File: src/rtl/fetch_unit.sv
// -----------------------------------------------------------------------------
// fetch_unit
//
// Instruction fetch stage of the attopu core. It sits directly in front of the
// instruction decoder.
//
// The unit owns the program counter. It reads instruction memory with a
// request/acknowledge handshake and holds each fetched 16-bit word in a stable
// register until the decoder retires it. On retire, the decoder's nextPCSel
// chooses the next PC: increment, PC-relative branch, or register jump.
//
// Ports
//   clk          in   1   single clock, rising-edge active
//   rst_n        in   1   asynchronous active-low reset
//   imem_req     out  1   instruction memory read request
//   imem_addr    out 16   read address (always the pc register)
//   imem_ack     in   1   imem_rdata valid this cycle (honoured only while requesting)
//   imem_rdata   in  16   instruction word from memory
//   instruction  out 16   registered instruction word for the decoder
//   instr_valid  out  1   instruction holds a fetched, not-yet-retired word
//   pc           out 16   address of the current or in-flight instruction
//   nextPCSel    in   2   00: pc+1, 01: pc+branch_addr, 1x: reg_target
//   branch_addr  in  16   sign-extended offset, relative to the branching instruction
//   reg_target   in  16   register-file jump target
//   retire       in   1   decoder finished the current word (honoured only while valid)
//   stall        in   1   blocks the start of a new fetch
//
// Every output is either a register or a decode of the state register. No
// input reaches an output through combinational logic.
// -----------------------------------------------------------------------------
module fetch_unit #(
   parameter logic [15:0] RESET_PC = 16'h0000
) (
   input  logic        clk,
   input  logic        rst_n,
   output logic        imem_req,
   output logic [15:0] imem_addr,
   input  logic        imem_ack,
   input  logic [15:0] imem_rdata,
   output logic [15:0] instruction,
   output logic        instr_valid,
   output logic [15:0] pc,
   input  logic [1:0]  nextPCSel,
   input  logic [15:0] branch_addr,
   input  logic [15:0] reg_target,
   input  logic        retire,
   input  logic        stall
);

   typedef enum logic [1:0] {
      ST_IDLE  = 2'd0,   // waiting for stall to drop before fetching
      ST_FETCH = 2'd1,   // request raised and waiting for ack
      ST_HOLD  = 2'd2    // word presented to the decoder, waiting for retire
   } state_e;

   typedef enum logic [1:0] {
      SEL_INC    = 2'b00,
      SEL_BRANCH = 2'b01
      // 2'b10 and 2'b11 both select the register target.
   } pc_sel_e;

   state_e      state_q, state_d;
   logic [15:0] pc_q, pc_d;
   logic [15:0] instr_q, instr_d;
   logic [15:0] next_pc;

   // ---------------------------------------------------------------------------
   // Next-PC selection. This is evaluated every cycle from the current pc, but
   // it is only loaded on a retire edge. The select and operand inputs
   // therefore matter only in that cycle. All arithmetic wraps modulo 2^16.
   // ---------------------------------------------------------------------------
   always_comb begin
      // NOTE: every always_comb output gets a default value first. A path that
      // leaves a variable unassigned would infer a latch.
      next_pc = reg_target;
      unique case (nextPCSel)
         SEL_INC:    next_pc = pc_q + 16'd1;
         SEL_BRANCH: next_pc = pc_q + branch_addr;
         default:    next_pc = reg_target;
      endcase
   end

   // ---------------------------------------------------------------------------
   // Next-state logic.
   // - A request, once raised, is held until ack. Stall is only examined when
   //   deciding whether to start a fetch.
   // - imem_ack outside FETCH and retire outside HOLD fall through to the
   //   defaults, so they cannot disturb the instruction or pc registers.
   // ---------------------------------------------------------------------------
   always_comb begin
      state_d = state_q;
      pc_d    = pc_q;
      instr_d = instr_q;

      unique case (state_q)
         ST_IDLE: begin
            if (!stall) state_d = ST_FETCH;
         end

         ST_FETCH: begin
            if (imem_ack) begin
               instr_d = imem_rdata;
               state_d = ST_HOLD;
            end
         end

         ST_HOLD: begin
            if (retire) begin
               pc_d = next_pc;
               // Go straight back to FETCH when nothing is stalling. This
               // gives the two-cycle best-case instruction rate.
               state_d = stall ? ST_IDLE : ST_FETCH;
            end
         end

         default: state_d = ST_IDLE;
      endcase
   end

   // ---------------------------------------------------------------------------
   // State registers. Reset is asynchronous, so asserting rst_n mid-fetch
   // clears the outputs at once and drops any ack still in flight.
   // ---------------------------------------------------------------------------
   always_ff @(posedge clk or negedge rst_n) begin
      if (!rst_n) begin
         state_q <= ST_IDLE;
         pc_q    <= RESET_PC;
         instr_q <= 16'h0000;
      end else begin
         // NOTE: sequential state uses non-blocking assignments only. Every
         // register then sees the values from before the edge, whatever order
         // the statements appear in.
         state_q <= state_d;
         pc_q    <= pc_d;
         instr_q <= instr_d;
      end
   end

   // ---------------------------------------------------------------------------
   // Outputs: these are registers, or decodes of the state register.
   // ---------------------------------------------------------------------------
   assign imem_req    = (state_q == ST_FETCH);
   assign instr_valid = (state_q == ST_HOLD);
   assign imem_addr   = pc_q;
   assign pc          = pc_q;
   assign instruction = instr_q;

endmodule

File: config.mk
export PLATFORM = sky130hd
export DESIGN_NAME = fetch_unit
export DESIGN_NICKNAME = d
export VERILOG_FILES = /design/src/rtl/fetch_unit.sv
export SDC_FILE = /design/constraint.sdc
export NUM_CORES = 1
export LEC_CHECK = 0
export BUFFER_PORTS_ARGS = -buffer_cell sky130_fd_sc_hd__buf_2
export CORE_MARGIN = 2
export CORE_UTILIZATION = 43
export DETAILED_ROUTE_END_ITERATION = 12
export GPL_TIMING_DRIVEN = 0
export PLACE_DENSITY = 0.76
export SYNTH_ARGS = -nofsm -noshare
export SYNTH_HDL_FRONTEND = slang
export SYNTH_SLANG_ARGS = --single-unit
File: constraint.sdc
create_clock -name clk -period 2.2 [get_ports clk]
set_input_delay 0.44 -clock clk [delete_from_list [all_inputs] [get_ports clk]]
set_output_delay 0.44 -clock clk [all_outputs]
set_load 0.01 [all_outputs]
==> results.md <==
* Comb power frac at 55.0%
* Setup ws final at -0.1400 ns
* DRC at 0
* Post-synth top area share at 36.07%
* Clk network pwr share at 16.7%
* Antenna fix cells at 0
* Detailed-route via count at 2277
* Commonest non-fill, non-tap cells in the layout: buf_2, dfrtp_1, nand2_1
* Register Area at 850.8 um^2
* Seq/Total Area, Yosys at 36.07%
* Synth area leader: dfrtp_1
* Final hold vios at 0
* TNS Setup at -0.3524 ns
* Maxcap violations at 0
* Leakage at 1.726 nW
* Grt ovf at 0
* Worst Hold Class: input pin to asynchronous set/reset pin
* Number of synthesized register bits at 34
* Slew @ Worst Pin at approximately 0.80 ns
* Finished Core Util at 67.40%
* Net Count, Synth at about 320
* Reg power frac at 28.3%
* Achievable Freq at between 400 and 500 MHz
* Mapped Cells at 251
* Die Area at between 6000 and 7000 um^2
* Clock Tree Root: clkbuf_8
* Post-route ant nets at 0
* Maximum fanout along the worst path at 7
* Mapped Area at 2359 um^2
* Layout cells sized above 1 at 52.83%
* Yosys cell types at between 40 and 50
* Multi-input gate area in the final layout at 1573 um^2
* Worst VDD drop at 0.0006327 V
* Top layer in use: met4
* Floorplan die width at roughly 78 um
* Wirelength, routed at 6.526 mm
* DR pass1 iterations at 4
* Critical path type: input pin to flip-flop
* # rows at 26
* FILL cells at 421
* Commonest non-fill, non-tap cell in the layout: buf_2
* Inserted Clock Buffers at 5
* Period utilization at 106.4%
* CTS max path bufs at 2
* Placer Congestion at between 0.8 and 0.9
* Clock Latency Late Sink at between 0.2 and 0.3 ns
* Headroom to the max-slew limit at around 47%
* Vertical die dimension at a little under 80 um
* Met2 WL at between 3 and 4 mm
* WL met3 at 446 um
* DR iter-0 viols at 75
* Tot GR Track Use at 20.58%
* # setup viols final at 5
* Cts hold-fix bufs at 0
* Worst setup EP type: flip-flop
* IO Port Bufs at 103
* Synth Warn # at 0
* H-tree levels at 2
* Detailed Place HPWL at 4.622 mm
* Avg Synthesized Cell Area at 9.396 um^2
* Power per cell area at 1202 nW/um^2
* Critical path arrival at 2.46 ns
* Net Sw Frac at 39.25%
* Initial antenna violation count at 0
* CTS tree: yes
* Vias in the first global route at between 2000 and 2500
* Vias/cell at 5.163
* Hold slack at 0.2337 ns
* Nets at between 400 and 500
* Sw Pwr at 0.001655 W
* Pint at between 0.002 and 0.003 W
* Clk_skew at 0.01022 ns
* Largest cells by area after synthesis: dfrtp_1, ha_1, buf_4
* Largest net degree at the start of global routing at 35
* Run status: finished with violations
* RSZ-0062 raised after global routing: true
* Post-DR wirelength/cell at 14.80 um
* Register clock-pin slew on the reported worst setup and hold paths at 0.08 ns
* WL met1 at 2.780 mm
* Reg-to-reg slack, setup at 0 ns
* First-pass GRT wire length at roughly 10 mm
* Slew Viols, Final at 0
* CORE AREA at 5205 um^2
* Violations in the final reports: negative setup slack
* Clk sinks at 34
* Area growth syn-to-layout at 48.75%
* I/O pin count at 105
* Min cycle time layout at 2.340 ns
* Critical Path Start Type: input pin
* Required @ worst endpoint at 2.32 ns
* Initial Util at between 40% and 50%
[cells in the mapped netlist]
master	instances
mux2i_1	3
dfrtp_1	34
nor2b_1	5
nand4_2	1
a31oi_1	2
a21oi_1	21
a22oi_1	1
nor3_1	2
a41o_1	1
and2_1	14
nand2b_1	4
buf_2	2
ha_1	15
o31ai_2	2
or3b_1	1
a31oi_2	1
o211a_1	2
mux2_2	8
clkbuf_1	6
buf_4	17
o31ai_1	1
o21a_1	1
nand4_1	1
inv_1	5
fa_1	1
xnor2_1	5
nand2_1	27
o221ai_2	1
o221ai_1	3
nand3_1	6
and3_1	2
a21o_1	3
o21ai_0	11
nor2_1	13
buf_6	1
a21oi_2	2
o21ai_1	6
o41ai_2	1
xor2_1	7
mux2_1	8
a21bo_1	1
o22ai_1	2
a21boi_0	1
[per-stage QoR]
step           power [W]  instances  worst slack (ns)  instance area [um^2]
2_1_floorplan   0.002546        251           -0.1580                  2476
3_3_place_gp    0.003182        424           -0.4194                  3079
3_5_place_dp    0.003248        424           -0.4638                  3079
4_1_cts         0.004029        435           -0.1106                  3294
5_1_grt         0.004521        441           -0.1842                  3508
6_report        0.004216        441           -0.1400                  3508
[final timing paths]
path,startpoint,endpoint,depth (start not counted)
worst max-delay path,nextPCSel[1],imem_addr[11],12
worst min-delay path,rst_n,imem_addr[8],1
worst max register to register,imem_addr[1],imem_addr[11],8
worst min register to register,state_q[0],state_q[0],1
max in group asynchronous,rst_n,instruction[3],1
min in group clk,stall,state_q[0],2
[worst max-delay path: stages]
cell      delay (ns)
buf_12          0.10
nor2b_4         0.13
buf_12          0.13
and2_4          0.16
ha_4            0.19
a21o_1          0.17
nand4_2         0.13
a31oi_4         0.12
a41o_1          0.28
o31ai_2         0.22
xor2_1          0.22
o221ai_1        0.15
[layout make-up]
cell class                      count  share of cell area, %
Clock inverter                      3                  1.961
Tap cell                           70                  2.496
Multi-Input combinational cell    186                  44.83
Timing Repair Buffer              113                  17.97
Sequential cell                    34                  24.25
Clock buffer                        5                  1.961
Inverter                            5                 0.5350
Buffer                             25                  5.991
[cell families after synthesis]
| kind of cell | count (synthesis) | synth area share (%) |
|---|---|---|
| AND/OR/NAND/NOR | 76 | 15.86 |
| multiplexers | 19 | 8.913 |
| adder cells (fa/ha/maj) | 16 | 8.806 |
| buffers and inverters | 31 | 8.064 |
| flip-flops | 34 | 36.07 |
| XOR/XNOR | 12 | 4.456 |
| AO/OA/AOI/OAI | 63 | 17.83 |
[flip-flops by register name, indices dropped and copies added, names as in the netlist]
| signal | count |
|---|---|
| state_q | 2 |
| instruction | 16 |
| imem_addr | 16 |
[power groups by stage]
stage / logic, W / registers (W) / clock network [W]
final: 0.00232 / 0.00119 / 0.000704
after global routing: 0.00253 / 0.00124 / 0.000749
after CTS: 0.00214 / 0.00117 / 0.000716
after detailed placement: 0.00207 / 0.00118 / 0
after global placement: 0.00202 / 0.00116 / 0
after floorplan: 0.00126 / 0.00129 / 0
[metal layers]
layer,up-vias,GRT usage [%]
li1,1106,-
met4,0,4.737
met2,94,36.38
met5,-,0
met3,6,4.138
met1,1071,25.94
[repair_timing]
action | 4_1_cts | 5_1_grt
setup endpoints to repair | 6 | 9
buffers inserted | 3 | 6
hold endpoints to repair | 0 | 0
pin swaps | 10 | 24
gates cloned | 0 | 1
gates resized for setup | 11 | 33
Power figures use the tool's default switching activity.
